<file path="src/rtl/mdu_iter_if.sv">
// Request/response bundle between decode, the iterative MDU and the rd write-back mux.
interface mdu_iter_if #(
   parameter int XLEN = 64
);
   logic            in_valid;
   logic            in_ready;
   logic [2:0]      funct3;
   logic            inst_32;
   logic [XLEN-1:0] x_rs1;
   logic [XLEN-1:0] x_rs2;
   logic            out_valid;
   logic            out_ready;
   logic [XLEN-1:0] mdu_result;

   modport master (
      output in_valid, funct3, inst_32, x_rs1, x_rs2, out_ready,
      input  in_ready, out_valid, mdu_result
   );

   modport slave (
      input  in_valid, funct3, inst_32, x_rs1, x_rs2, out_ready,
      output in_ready, out_valid, mdu_result
   );
endinterface

</file>
<file path="src/rtl/mdu_iter.sv">
// Iterative RV32M/RV64M multiply/divide unit: radix-2 shift-add multiplier and
// restoring divider sharing one accumulator, behind a valid/ready handshake.
module mdu_iter #(
   parameter int XLEN    = 64,
   parameter int W_ITERS = 32
) (
   input  logic      clk,
   input  logic      rst,
   input  logic      flush,
   output logic      busy,
   mdu_iter_if.slave bus
);

   localparam int CW = $clog2(XLEN);

   typedef enum logic [1:0] {IDLE, CALC, DONE} state_t;

   state_t            state;
   logic [2:0]        op_r;       // captured funct3
   logic              w_r;        // captured *W form
   logic              neg_r;      // result must be negated
   logic [CW-1:0]     cnt;        // iterations left, N-1 down to 0
   logic [XLEN-1:0]   shreg;      // bits consumed MSB-first; quotient bits shift in
   logic [XLEN-1:0]   opnd;       // multiplicand or divisor magnitude
   logic [2*XLEN-1:0] acc;        // product, or remainder in the low half

   // Request decode: operand extension, magnitudes and the latency-1 special cases.
   logic            w_in, is_div, sgn1, sgn2, neg1, neg2, res_neg;
   logic            div_zero, ovf, illegal, special;
   logic [XLEN-1:0] ext1, ext2, mag1, mag2, spec_raw, spec_res;

   function automatic logic [XLEN-1:0] sext32(input logic [XLEN-1:0] v);
      return XLEN'($signed(v[31:0]));
   endfunction

   // Decode the incoming request combinationally so it can be captured on accept.
   always_comb begin
      // NOTE: every always_comb output gets a value before any branch, so no latch is inferred.
      w_in     = (XLEN == 64) && bus.inst_32;
      is_div   = bus.funct3[2];
      sgn1     = (bus.funct3 == 3'b001) || (bus.funct3 == 3'b010) ||
                 (bus.funct3 == 3'b100) || (bus.funct3 == 3'b110);
      sgn2     = (bus.funct3 == 3'b001) || (bus.funct3 == 3'b100) || (bus.funct3 == 3'b110);
      ext1     = bus.x_rs1;
      ext2     = bus.x_rs2;
      if (w_in) begin
         ext1 = sgn1 ? sext32(bus.x_rs1) : XLEN'(bus.x_rs1[31:0]);
         ext2 = sgn2 ? sext32(bus.x_rs2) : XLEN'(bus.x_rs2[31:0]);
      end
      neg1     = sgn1 && ext1[XLEN-1];
      neg2     = sgn2 && ext2[XLEN-1];
      mag1     = neg1 ? -ext1 : ext1;
      mag2     = neg2 ? -ext2 : ext2;
      // Remainder follows the dividend; quotient and product use the XOR of signs.
      res_neg  = (is_div && bus.funct3[1]) ? neg1 : (neg1 ^ neg2);
      div_zero = (ext2 == '0);
      ovf      = is_div && !bus.funct3[0] && (ext2 == '1) &&
                 (w_in ? (bus.x_rs1[31:0] == 32'h8000_0000)
                       : (bus.x_rs1 == {1'b1, {(XLEN-1){1'b0}}}));
      illegal  = w_in && !is_div && (bus.funct3[1:0] != 2'b00);
      special  = illegal || (is_div && (div_zero || ovf));
      spec_raw = '0;
      if (illegal)       spec_raw = '0;
      else if (div_zero) spec_raw = bus.funct3[1] ? ext1 : '1;
      else if (ovf)      spec_raw = bus.funct3[1] ? '0 : ext1;
      spec_res = w_in ? sext32(spec_raw) : spec_raw;
   end

   // One iteration step plus the post-processing applied after the last one.
   logic [2*XLEN-1:0] mul_nx, sel, sel_s;
   logic [XLEN:0]     rem_sh, rem_diff;
   logic [XLEN-1:0]   rem_nx, quo_nx, raw, fin;
   logic              ge;

   // Compute next accumulator values and the final result from them.
   always_comb begin
      mul_nx   = {acc[2*XLEN-2:0], 1'b0} + (shreg[XLEN-1] ? {{XLEN{1'b0}}, opnd} : '0);
      rem_sh   = {acc[XLEN-1:0], shreg[XLEN-1]};
      rem_diff = rem_sh - {1'b0, opnd};
      ge       = !rem_diff[XLEN];
      rem_nx   = ge ? rem_diff[XLEN-1:0] : rem_sh[XLEN-1:0];
      quo_nx   = {shreg[XLEN-2:0], ge};
      if (!op_r[2])    sel = mul_nx;
      else if (op_r[1]) sel = {{XLEN{1'b0}}, rem_nx};
      else              sel = {{XLEN{1'b0}}, quo_nx};
      sel_s    = neg_r ? -sel : sel;
      raw      = (!op_r[2] && (op_r[1:0] != 2'b00)) ? sel_s[2*XLEN-1:XLEN] : sel_s[XLEN-1:0];
      fin      = w_r ? sext32(raw) : raw;
   end

   // Control FSM with registered handshake outputs and the iterating datapath.
   always_ff @(posedge clk) begin
      if (rst) begin
         // NOTE: datapath registers are reset too, since reset must clear every accumulator.
         state          <= IDLE;
         bus.in_ready   <= 1'b1;
         bus.out_valid  <= 1'b0;
         bus.mdu_result <= '0;
         busy           <= 1'b0;
         op_r           <= '0;
         w_r            <= 1'b0;
         neg_r          <= 1'b0;
         cnt            <= '0;
         shreg          <= '0;
         opnd           <= '0;
         acc            <= '0;
      end else if (flush) begin
         state         <= IDLE;
         bus.in_ready  <= 1'b1;
         bus.out_valid <= 1'b0;
         busy          <= 1'b0;
      end else begin
         // NOTE: non-blocking assignments so every flop sees pre-edge values of the others.
         case (state)
            IDLE: begin
               if (bus.in_valid) begin
                  op_r         <= bus.funct3;
                  w_r          <= w_in;
                  neg_r        <= res_neg;
                  cnt          <= w_in ? CW'(W_ITERS - 1) : CW'(XLEN - 1);
                  acc          <= '0;
                  bus.in_ready <= 1'b0;
                  busy         <= 1'b1;
                  if (is_div) begin
                     shreg <= w_in ? (mag1 << (XLEN - W_ITERS)) : mag1;
                     opnd  <= mag2;
                  end else begin
                     shreg <= w_in ? (mag2 << (XLEN - W_ITERS)) : mag2;
                     opnd  <= mag1;
                  end
                  if (special) begin
                     bus.mdu_result <= spec_res;
                     bus.out_valid  <= 1'b1;
                     state          <= DONE;
                  end else begin
                     state <= CALC;
                  end
               end
            end
            CALC: begin
               acc   <= op_r[2] ? {{XLEN{1'b0}}, rem_nx} : mul_nx;
               shreg <= op_r[2] ? quo_nx : {shreg[XLEN-2:0], 1'b0};
               if (cnt == '0) begin
                  bus.mdu_result <= fin;
                  bus.out_valid  <= 1'b1;
                  state          <= DONE;
               end else begin
                  cnt <= cnt - 1'b1;
               end
            end
            DONE: begin
               if (bus.out_ready) begin
                  bus.out_valid <= 1'b0;
                  bus.in_ready  <= 1'b1;
                  busy          <= 1'b0;
                  state         <= IDLE;
               end
            end
            default: state <= IDLE;
         endcase
      end
   end

endmodule

</file>
<file path="src/flat_wrapper.sv">
// flat-port wrapper written by rule: the top's interface ports become plain ports
module mdu_iter_flat 
#(
   parameter int XLEN    = 64,
   parameter int W_ITERS = 32
)
  (clk, rst, flush, busy, bus_in_valid, bus_funct3, bus_inst_32, bus_x_rs1, bus_x_rs2, bus_out_ready, bus_in_ready, bus_out_valid, bus_mdu_result);
  mdu_iter_if #(.XLEN(XLEN)) bus_i ();
  input  logic clk;
  input  logic rst;
  input  logic flush;
  output logic busy;
  input wire logic [$bits(bus_i.in_valid)-1:0] bus_in_valid;
  input wire logic [$bits(bus_i.funct3)-1:0] bus_funct3;
  input wire logic [$bits(bus_i.inst_32)-1:0] bus_inst_32;
  input wire logic [$bits(bus_i.x_rs1)-1:0] bus_x_rs1;
  input wire logic [$bits(bus_i.x_rs2)-1:0] bus_x_rs2;
  input wire logic [$bits(bus_i.out_ready)-1:0] bus_out_ready;
  output wire logic [$bits(bus_i.in_ready)-1:0] bus_in_ready;
  output wire logic [$bits(bus_i.out_valid)-1:0] bus_out_valid;
  output wire logic [$bits(bus_i.mdu_result)-1:0] bus_mdu_result;
  assign bus_i.in_valid = bus_in_valid;
  assign bus_i.funct3 = bus_funct3;
  assign bus_i.inst_32 = bus_inst_32;
  assign bus_i.x_rs1 = bus_x_rs1;
  assign bus_i.x_rs2 = bus_x_rs2;
  assign bus_i.out_ready = bus_out_ready;
  assign bus_in_ready = bus_i.in_ready;
  assign bus_out_valid = bus_i.out_valid;
  assign bus_mdu_result = bus_i.mdu_result;
  mdu_iter #(.XLEN(XLEN), .W_ITERS(W_ITERS)) u_core (.clk(clk), .rst(rst), .flush(flush), .busy(busy), .bus(bus_i));
endmodule
</file>
<file path="config.mk">
export PLATFORM = sky130hd
export DESIGN_NAME = mdu_iter_flat
export DESIGN_NICKNAME = d
export VERILOG_FILES = /design/src/rtl/mdu_iter_if.sv /design/src/rtl/mdu_iter.sv /design/src/flat_wrapper.sv
export SDC_FILE = /design/constraint.sdc
export NUM_CORES = 2
export LEC_CHECK = 0
export CELL_PAD_IN_SITES_DETAIL_PLACEMENT = 1
export CELL_PAD_IN_SITES_GLOBAL_PLACEMENT = 2
export CORE_MARGIN = 1.5
export CORE_UTILIZATION = 35
export DETAILED_ROUTE_END_ITERATION = 16
export PLACE_DENSITY_LB_ADDON = 0.08
export SKIP_LAST_GASP = 1
export SYNTH_ARGS = -nofsm -noshare
export SYNTH_HDL_FRONTEND = slang
export SYNTH_SLANG_ARGS = --single-unit
</file>
<file path="constraint.sdc">
create_clock -name clk -period 8.05 [get_ports clk]
set_input_delay 2.0125 -clock clk [delete_from_list [all_inputs] [get_ports clk]]
set_output_delay 2.0125 -clock clk [all_outputs]
set_load 0.02 [all_outputs]
</file>
==> flow_summary.yaml <==
detailed_routing:
  vias: 50922
  drc: 0
  dr.pass1.iters: 9
  via_per_inst: 6.76
  totalWireLength_mm: 262
  drt_iter0_markers: 7051
  wl_per_cell_um: 34.7
  antenna_left: 0
timing:
  min_period_ps: 7820
  whs_ps: 447
  finalSetupTns_ps: 0
  timing.fmax_mhz: 128
  setup_viol: 0
  slew_violations: 0
  final_min_period_over_clock_period_pct: 97.2
  hold_viol_final: 0
  max-slew-margin-rel_pct: 13.0
  rsz0062_at_grt: "false"
  post-route-worst-setup-slack_ps: 226
  skew_ps: 60.9
  worst_slew_pin_slew_ps: 1300
layout:
  fill_cells: 14100
  final_cell_mix: "877 x nor2_1, 633 x nand2_1, 554 x a21oi_1"
  nets: 6301
  syn_to_final_growth_pct: 16.4
  instances_no_fill: 7535
  final_layout_size_suffix_gt1_share_pct: 9.28
  final_area_sq_um: 45100
  regArea_sq_um: 6710
  multiInputGateArea_sq_um: 30000
  final_common_cell: "nor2_1"
place:
  place_area_sq_um: 43600
  dp_hpwl_mm: 214
  pre_cts_ws_ps: 228
  placed_cells_incl_taps: 7457
  portBuffers: 203
  gp_congestion: 1.11
synthesis:
  synthCells: 5866
  seq_area_frac_synth_pct: 17.3
  synth_edf_count: 0
  synth_top_family_by_area: "compound AO/OA/AOI/OAI gates"
  synth_cell_types: 113
  synth-async-reset-ratio_pct: 0
  synth.cell_area_sq_um: 38800
  synth_simple_gate_area_share_pct: 30.4
  synth.avg_cell_area_sq_um: 6.61
  synth-compound-area-share_pct: 33.7
  synth_flop_cell: "dfxtp_1"
  synth_fp_nets: 6139
  synth.top_cell.area_share_pct: 17.3
  synth-seq-cells: 335
  synthXorXnorAreaFrac_pct: 6.62
  synth_fa_ha_area_share_pct: 4.43
  yosys.area.top_type: "dfxtp_1"
  yosys-top-cells-area: "dfxtp_1 17%, nor2_1 8.6%, a21oi_1 7.2%"
  yosysWarnings: 0
  synth.area.mux_share_pct: 1.99
worst_setup_path:
  cp.required_ps: 8570
  max_stage_delay_ps: 760
  path_class: "reg -> reg"
  path_common_cell: "buf_4"
  arrival_ps: 8350
  crit_chain: "inv_2 > buf_4 > nor2_1 > ha_1 > a21oi_1 > o21ai_0 > a21oi_1 > buf_4 > nor3b_1 > or4_1 > buf_4 > o2bb2ai_1 > a311o_1 > or3_1 > or4_1 > nor4_1 > buf_4 > nand4_1 > nor4_1 > buf_4 > mux2_2 > a2111oi_0 > buf_4 > o21ai_0"
  startpoint_type: "flip-flop"
  r2r_end: "u_core.bus.mdu_result[53]$_SDFFE_PP0P_"
  r2r_start: "u_core.shreg[63]$_SDFFE_PP0P_"
  end_kind: "flip-flop"
  cp_max_fo: 14
  reg2regPathDepth: 24
  slowest_stage: "nor3b_1"
  r2r_setup_slack_ps: 230
global_route:
  grt_pass1_wl_mm: 367
  grt_pass1_vias: 48304
  grt_max_degree: 181
  grt_usage_pct: 44.8
  antenna_found_initial: 5
  grt-ovfl-total: 0
clock_network:
  cts_buffers: 45
  cts.clk_slew.worst_paths_ps: 60
  cts.root.buffer_cell: "clkbuf_16"
  htree_levels: 2
  cts_tree: "built"
  clk_path_buf_depth: 3
  cts.sinks: 335
  post_cts_buffers: 0
  clk_latency_ps: 660
floorplanning:
  die_w_um: 336
  core_sq_um: 109000
  ios: 204
  die-area_sq_um: 113000
  fp.dieH_um: 336
  start_util_pct: 35.5
  rows: 121
power:
  peakVddDrop_mv: 0.168
  p_leak_nw: 16.8
  power_density_nw_per_um2: 139
min_path:
  hold_path_end: "u_core.bus.mdu_result[51]$_SDFFE_PP0P_"
  hold_start: "u_core.bus.mdu_result[51]$_SDFFE_PP0P_"
  hold_class: "reg -> reg"
  min_path_cells: 2
run:
  maxCapViolations: 0
outcome:
  status: "finished, final reports clean"
==> where the power goes <==
| group | leakage [nW] | switching [mW] | internal (mW) |
|---|---|---|---|
| Sequential | 2.72 | 0.0760 | 1.72 |
| Clock | 0.721 | 0.930 | 1.24 |
| Combinational | 13.3 | 1.61 | 0.697 |
==> per-stage QoR <==
stage / total power [mW] / utilization, %
global route: 6.40 / 41.3
finish: 6.26 / 41.3
global placement: 4.01 / 39.9
CTS: 6.17 / 41.3
floorplan: 2.97 / -
detailed placement: 4.02 / 39.9
==> final cells by class <==
type                    count  share of cell area [%]
multi-input cells        4979                    66.5
diodes                      2                  0.0111
flip-flops and latches    335                    14.9
well taps                1476                    4.09
inverters                 133                    1.11
clock inverters            15                   0.615
repair buffers            534                    10.1
clock buffers              61                    2.72
==> cell usage after synthesis, drive strengths merged (74+ instances only) <==
| master | count |
|---|---|
| nand3 | 159 |
| buf | 90 |
| a22oi | 90 |
| o21ai | 423 |
| nor3 | 195 |
| clkbuf | 329 |
| xor2 | 129 |
| xnor2 | 164 |
| a21oi | 568 |
| nor2 | 887 |
| nand4 | 148 |
| a211oi | 92 |
| dfxtp | 335 |
| inv | 131 |
| o211ai | 112 |
| ha | 134 |
| nand2 | 634 |
| or3 | 74 |
| nor4 | 80 |
==> worst max-delay path, delay by kind of cell, from the launching register on <==
| kind | cells | cell delay [ps] |
|---|---|---|
| mux | 1 | 320 |
| flops | 1 | 330 |
| buf+inv | 7 | 1530 |
| fa+ha+maj | 1 | 370 |
| simple gates | 8 | 3090 |
| compound gates | 7 | 2040 |
==> per-layer routing <==
layer	part of all wire [%]	up-vias	global-route usage, %
met3	11	624	9.97
met1	41	25180	60.0
li1	-	22131	-
met4	7.2	2	27.0
met5	0.0050	-	0
met2	41	2985	65.0
==> timing repair <==
item | CTS | global route
endpoints found under the setup margin | 0 | 3
hold buffers | 0 | 0
resized for setup | 0 | 2
==> cell families (layout without fill, tap and decap cells) <==
group                      count (synthesis)  after routing
muxes                                     74             74
and+or+nand+nor                         2506           2506
other                                      0              2
adders and majority gates                136            136
DFF                                      335            335
xor gates and xnor gates                 293            293
AOI/OAI and AO/OA                       1970           1970
buffers and inverters                    552            743
==> worst max path at each step <==
| stage | slack (ps) | depth (start not counted) | startpoint | end |
|---|---|---|---|---|
| 6_report | 230 | 24 | u_core.shreg[63]$_SDFFE_PP0P_ | u_core.bus.mdu_result[53]$_SDFFE_PP0P_ |
| 5_1_grt | 10 | 24 | u_core.shreg[63]$_SDFFE_PP0P_ | u_core.bus.mdu_result[53]$_SDFFE_PP0P_ |
| 4_1_cts | 250 | 21 | u_core.shreg[63]$_SDFFE_PP0P_ | u_core.bus.mdu_result[62]$_SDFFE_PP0P_ |
| 3_5_place_dp | 230 | 17 | bus_x_rs1[7] | u_core.shreg[63]$_SDFFE_PP0P_ |
| 3_3_place_gp | 290 | 21 | u_core.shreg[63]$_SDFFE_PP0P_ | u_core.bus.mdu_result[62]$_SDFFE_PP0P_ |
| 2_1_floorplan | 1590 | 24 | u_core.shreg[63]$_SDFFE_PP0P_ | u_core.bus.mdu_result[63]$_SDFFE_PP0P_ |
==> state kept, by name, indices dropped and copies added (netlist names) <==
name                   flops
u_core.bus.mdu_result     64
u_core.shreg              64
u_core.busy                1
u_core.w_r                 1
u_core.bus.in_ready        1
u_core.cnt                 6
u_core.bus.out_valid       1
u_core.state               2
u_core.neg_r               1
u_core.acc               127
u_core.op_r                3
u_core.opnd               64
Note: power is estimated with default switching activity, not from simulation.
